<file path="src/rtl/hazard_pkg.sv">
// Shared constants and types for the pipeline hazard controller.
package hazard_pkg;

    localparam logic [1:0] FWD_NONE = 2'b00;
    localparam logic [1:0] FWD_W    = 2'b01;
    localparam logic [1:0] FWD_M    = 2'b10;

    typedef enum logic [1:0] {
        IDLE = 2'd0,
        RUN  = 2'd1,
        DONE = 2'd2
    } div_state_t;

endpackage

</file>
<file path="src/rtl/hazard_div_seq.sv">
// Multi-cycle divide sequencer: holds a divide in E for a fixed number of
// compute cycles. An exception returns it to IDLE.
module hazard_div_seq
    import hazard_pkg::*;
#(
    parameter int DIV_CYCLES = 32,
    parameter int CNT_W      = 6
) (
    input  logic clk,
    input  logic rst,
    input  logic divStart,
    input  logic exc,
    input  logic memWait,
    output logic busy,
    output logic done,
    output logic divStall
);

    localparam logic [CNT_W-1:0] CNT_LOAD = CNT_W'(DIV_CYCLES - 1);

    div_state_t       state;
    div_state_t       nextState;
    logic [CNT_W-1:0] cnt;
    logic [CNT_W-1:0] nextCnt;

    // Next-state and counter update. The counter keeps running during a memory
    // wait. Only DONE is held by a memory wait.
    always_comb begin
        nextState = state;
        nextCnt   = cnt;
        if (exc) begin
            nextState = IDLE;
            nextCnt   = '0;
        end else begin
            case (state)
                IDLE: begin
                    if (divStart) begin
                        nextState = RUN;
                        nextCnt   = CNT_LOAD;
                    end
                end
                RUN: begin
                    if (cnt == '0) begin
                        nextState = DONE;
                    end else begin
                        nextCnt = cnt - CNT_W'(1);
                    end
                end
                DONE: begin
                    if (!memWait) begin
                        nextState = IDLE;
                    end
                end
                default: begin
                    nextState = IDLE;
                    nextCnt   = '0;
                end
            endcase
        end
    end

    // State, counter and the registered busy/done flags. Reset clears them asynchronously.
    always_ff @(posedge clk or negedge rst) begin
        if (!rst) begin
            state <= IDLE;
            cnt   <= '0;
            busy  <= 1'b0;
            done  <= 1'b0;
        end else begin
            state <= nextState;
            cnt   <= nextCnt;
            busy  <= (nextState != IDLE);
            done  <= (nextState == DONE);
        end
    end

    assign divStall = ((state == IDLE) && divStart) || (state == RUN);

endmodule

</file>
<file path="src/rtl/hazard_ctl.sv">
// Pipeline hazard controller for the 5-stage MIPS core. It generates the
// forwarding selects, the interlocks and the per-stage stall and flush signals.
module hazard_ctl
    import hazard_pkg::*;
#(
    parameter int REG_AW     = 5,
    parameter int DIV_CYCLES = 32,
    parameter int CNT_W      = 6
) (
    input  logic              clk,
    input  logic              rst,
    input  logic              inst_readyF,
    input  logic [REG_AW-1:0] rsD,
    input  logic [REG_AW-1:0] rtD,
    input  logic              branchD,
    input  logic              jrD,
    output logic [1:0]        forwardaD,
    output logic [1:0]        forwardbD,
    input  logic [REG_AW-1:0] rsE,
    input  logic [REG_AW-1:0] rtE,
    input  logic [REG_AW-1:0] writeregE,
    input  logic              regwriteE,
    input  logic              memtoregE,
    input  logic              hiloreadE,
    input  logic              div_startE,
    output logic [1:0]        forwardaE,
    output logic [1:0]        forwardbE,
    output logic [1:0]        forwardhiloE,
    output logic              div_doneE,
    output logic              div_busy,
    input  logic [REG_AW-1:0] writeregM,
    input  logic              regwriteM,
    input  logic              memtoregM,
    input  logic              hilowriteM,
    input  logic              mem_reqM,
    input  logic              mem_readyM,
    input  logic              excM,
    input  logic [REG_AW-1:0] writeregW,
    input  logic              regwriteW,
    input  logic              hilowriteW,
    output logic              stallF,
    output logic              stallD,
    output logic              stallE,
    output logic              stallM,
    output logic              stallW,
    output logic              flushD,
    output logic              flushE,
    output logic              flushM
);

    logic memWait;
    logic lwStall;
    logic brStall;
    logic divStall;
    logic fWait;
    logic useRt;
    logic hitE;
    logic hitM;

    // Register 0 is hardwired zero and is never forwarded. M is newer than W, so M wins.
    function automatic logic [1:0] fwdSel(
        input logic [REG_AW-1:0] src,
        input logic [REG_AW-1:0] dstM,
        input logic              wrM,
        input logic [REG_AW-1:0] dstW,
        input logic              wrW
    );
        if ((src != '0) && wrM && (src == dstM)) begin
            return FWD_M;
        end else if ((src != '0) && wrW && (src == dstW)) begin
            return FWD_W;
        end
        return FWD_NONE;
    endfunction

    assign forwardaD = fwdSel(rsD, writeregM, regwriteM, writeregW, regwriteW);
    assign forwardbD = fwdSel(rtD, writeregM, regwriteM, writeregW, regwriteW);
    assign forwardaE = fwdSel(rsE, writeregM, regwriteM, writeregW, regwriteW);
    assign forwardbE = fwdSel(rtE, writeregM, regwriteM, writeregW, regwriteW);
    assign forwardhiloE = (hiloreadE && hilowriteM) ? FWD_M :
                          (hiloreadE && hilowriteW) ? FWD_W : FWD_NONE;

    assign memWait = mem_reqM && !mem_readyM;
    assign fWait   = !inst_readyF;
    assign lwStall = memtoregE && (writeregE != '0) &&
                     ((writeregE == rsD) || (writeregE == rtD));

    // jr reads only rs. A branch compares rs and rt.
    assign useRt   = branchD;
    assign hitE    = regwriteE && (writeregE != '0) &&
                     ((writeregE == rsD) || (useRt && (writeregE == rtD)));
    assign hitM    = memtoregM && (writeregM != '0) &&
                     ((writeregM == rsD) || (useRt && (writeregM == rtD)));
    assign brStall = (branchD || jrD) && (hitE || hitM);

    hazard_div_seq #(
        .DIV_CYCLES(DIV_CYCLES),
        .CNT_W     (CNT_W)
    ) divSeq (
        .clk     (clk),
        .rst     (rst),
        .divStart(div_startE),
        .exc     (excM),
        .memWait (memWait),
        .busy    (div_busy),
        .done    (div_doneE),
        .divStall(divStall)
    );

    // Resolve stalls and flushes by fixed priority. The first active hazard decides.
    always_comb begin
        stallF = 1'b0;
        stallD = 1'b0;
        stallE = 1'b0;
        stallM = 1'b0;
        stallW = 1'b0;
        flushD = 1'b0;
        flushE = 1'b0;
        flushM = 1'b0;
        if (excM) begin
            flushD = 1'b1;
            flushE = 1'b1;
            flushM = 1'b1;
        end else if (memWait) begin
            stallF = 1'b1;
            stallD = 1'b1;
            stallE = 1'b1;
            stallM = 1'b1;
            stallW = 1'b1;
        end else if (divStall) begin
            stallF = 1'b1;
            stallD = 1'b1;
            stallE = 1'b1;
            flushM = 1'b1;
        end else if (lwStall || brStall) begin
            stallF = 1'b1;
            stallD = 1'b1;
            flushE = 1'b1;
        end else if (fWait) begin
            stallF = 1'b1;
            flushD = 1'b1;
        end
    end

endmodule

</file>
<file path="config.mk">
export PLATFORM = sky130hd
export DESIGN_NAME = hazard_ctl
export DESIGN_NICKNAME = d
export VERILOG_FILES = /design/src/rtl/hazard_pkg.sv /design/src/rtl/hazard_div_seq.sv /design/src/rtl/hazard_ctl.sv
export SDC_FILE = /design/constraint.sdc
export NUM_CORES = 1
export LEC_CHECK = 0
export ABC_AREA = 1
export CELL_PAD_IN_SITES_DETAIL_PLACEMENT = 1
export CELL_PAD_IN_SITES_GLOBAL_PLACEMENT = 1
export CORE_ASPECT_RATIO = 0.7
export CORE_MARGIN = 2
export CORE_UTILIZATION = 28
export DETAILED_ROUTE_END_ITERATION = 12
export GPL_TIMING_DRIVEN = 0
export PLACE_DENSITY_LB_ADDON = 0.1
export SYNTH_ARGS = -nofsm -noshare
export SYNTH_HDL_FRONTEND = slang
export SYNTH_SLANG_ARGS = --single-unit
</file>
<file path="constraint.sdc">
create_clock -name clk -period 4.2 [get_ports clk]
set_input_delay 0.42 -clock clk [delete_from_list [all_inputs] [get_ports clk]]
set_output_delay 0.42 -clock clk [all_outputs]
set_load 0.01 [all_outputs]
</file>
==> metrics.txt <==
outcome finished, final reports clean; Overflow after GRT 0; final WL 5680 um; IO Pins 72; CP arrival about 2.6 ns; Main synth FF type dfrtp_1; Area growth syn-to-layout 56.2%; Tot GR Track Use about a fifth; CTS Root Buffer Type clkbuf_8; Rows 22; met3 Usage GRT between 3 and 4%; worst skew pair latency between 0.2 and 0.25 ns; Synth Instances between 200 and 250; busiest metal layer after global routing met2; WP data required roughly 3.8 ns; startpoint types primary input; top cell type by total area after synthesis dfrtp_1; post-layout minimum cycle time 2.98 ns; most frequent cells in the layout clkdlybuf4s50_1 (68), nand2_1 (58), inv_1 (42), nor2_1 (22); HPWL Detailed 4840 um; Core Box Area slightly above 5000 sq um; worst r2r dst divSeq.cnt[4]; die width roughly 91 um; Syn Area/Cell roughly 5.9 sq um; Detailed Routing Iterations Pass 1 4; Starting Density ~29%; Post-CTS Hold Fix Bufs 0; Slew Viols, Final 0; number of CTS-inserted buffers 3; GR Layer Usage met1 a little under a third; Die Area between 5000 and 6000 sq um; max cap viols 0; Max VDD drop ~0.11 mV; Worst R2R Start divSeq.cnt[0]; Worst-Margin Slew around 0.47 ns; CP cell instances clkdlybuf4s50_1 -> inv_1 -> nand2_1 -> a21oi_2 -> nand3_2 -> nand2_1 -> nand2_1 -> nand2_1 -> nand2_2 -> nand2_2 -> o21ai_1 -> inv_1 -> clkdlybuf4s50_1; Yosys top cell area share around 17%; unrepaired setup endpoints after global routing false; Final Util 44.6%; peak fanout along the critical path 5; Post-synth EDFFs 0; Final TNS setup 0 ns; Max Fclk 336 MHz; diodes inserted 0; routed vias between 1,500 and 2,000; CTS tree done; Port Buffers between 60 and 70; clk_skew between 0.002 and 0.0025 ns; R2R depth 11; vias in the first global route around 1,900; slew margin rel. roughly 70%; post-route ant nets 0; CP Capture Type output pin; most frequent CP cell nand2_1; commonest non-fill, non-tap cell in the layout clkdlybuf4s50_1; # resized after CTS 0; Crit. Startpoint writeregM[1]; Clock Tree Buf Depth 2; reg2reg setup slack 2.42 ns; Setup-failing EPs final 0; Setup CP Type primary input to output pin; final net count roughly 380; Lkg Pwr 0.00108 uW; power per cell area 207 nW/um^2; drt wl/cell 14.5 um; Post-CTS Setup Inserts 0; crit-path leading delay family buffers and inverters; pin count of the biggest net entering global routing 11; Final Hold Fails 0; worst path bufs/invs 4; CP max stage cell clkdlybuf4s50_1; htree depth 1; CP endpoint flushE; worst hold path class primary input to asynchronous set/reset pin; WHS between 0.5 and 0.6 ns; Crit. path cell count 13; DR iter-0 viols 93; largest cells by area after synthesis dfrtp_1 (17%), nand2_1 (15%), inv_1 (11%); layout cells sized above 1 7.81%; Warnings, synthesis 0; TritonCTS Sinks 10; post-synthesis register bit count 10; Final Power 476 uW; initial antenna violation count 0; via-per-instance ratio ~4.7; GPL Wtd Cong 0.903; register area share after synthesis between 10% and 20%; ys async rst share 100%; cell area after synthesis about 1500 sq um; Clock Pin Slew Worst Setup and Hold Paths ~0.05 ns; first-pass GRT wire length roughly 9500 um; # DRC 0; Synthesized Nets a little over 300; crit-path max cell delay roughly 0.54 ns; fin crit share 70.9%; grt met2 use slightly above 30%; Die H between 60 and 70 um; Unique masters post-synth 29
-- per-layer routing --
| layer | wire length, um | part of all wire [%] |
|---|---|---|
| met5 | 0 | 0 |
| met4 | 47 | 0.83 |
| met3 | 243 | 4.3 |
| met2 | 2300 | 40 |
| met1 | 3090 | 54 |
-- worst register-to-register path, cell delays in order, from the launching register on --
cell and delay [ns]:
dfrtp_1 0.37, inv_1 0.14, ha_1 0.17, nand3_1 0.07, nor3_1 0.20, nand3_1 0.20, nand2_2 0.14, inv_2 0.07
nand2_2 0.07, inv_2 0.06, o21ai_1 0.07, o21ai_0 0.10
-- layout make-up --
cell class,count,area [sq um]
fillers,696,2850
multi-input cells,186,1010
repair buffers,68,681
flip-flops and latches,10,250
inverters,48,180
well taps,72,90.1
clock buffers,4,55.1
plain buffers,4,23.8
-- worst min path at each step --
stage	endpoint	start	slack, ns
after floorplan	divSeq.busy	rst	0.12
after global placement	divSeq.cnt[0]	divSeq.cnt[0]	0.56
after detailed placement	divSeq.cnt[1]	divSeq.cnt[1]	0.57
after CTS	divSeq.done	rst	0.52
after global routing	divSeq.done	rst	0.54
final	divSeq.cnt[1]	rst	0.50
-- sequential cells by signal, indices dropped and copies added (netlist names) --
signal / count
divSeq.cnt: 6
divSeq.state: 2
divSeq.busy: 1
divSeq.done: 1
-- cells in the mapped netlist, types with 3 or more instances --
cell type,instances
inv_1,42
dfrtp_1,10
o211ai_1,5
o22ai_1,4
nor3_1,7
a21oi_1,4
nor4_1,5
xor2_1,10
nand2_1,58
inv_2,6
o2111ai_1,3
nand2_2,5
o21ai_0,13
o21ai_1,5
xnor2_1,14
nand4_1,3
nand3_1,14
nor2_1,22
-- stage by stage --
| stage | instance area (sq um) | cells | setup slack [ns] |
|---|---|---|---|
| floorplan | 1470 | 248 | 2.31 |
| global placement | 2240 | 388 | 1.25 |
| detailed placement | 2240 | 388 | 1.22 |
| CTS | 2290 | 392 | 1.22 |
| global route | 2290 | 392 | 1.06 |
| finish | 2290 | 392 | 1.22 |
-- report_power, final --
| group | switching (uW) | total [uW] | internal, uW |
|---|---|---|---|
| sequential | 9.71 | 120 | 110 |
| combinational | 122 | 232 | 110 |
| clock | 41.1 | 124 | 82.7 |
| total | 173 | 476 | 302 |
-- cells by family after synthesis --
family	after synthesis	share of synthesized area, %
AO/OA/AOI/OAI	40	16.9
XOR/XNOR	24	14.3
adder cells (fa/ha/maj)	2	1.70
buffers and inverters	52	13.9
flip-flops	10	17.0
AND/OR/NAND/NOR	120	36.2
Note: power is estimated with default switching activity, not from simulation.
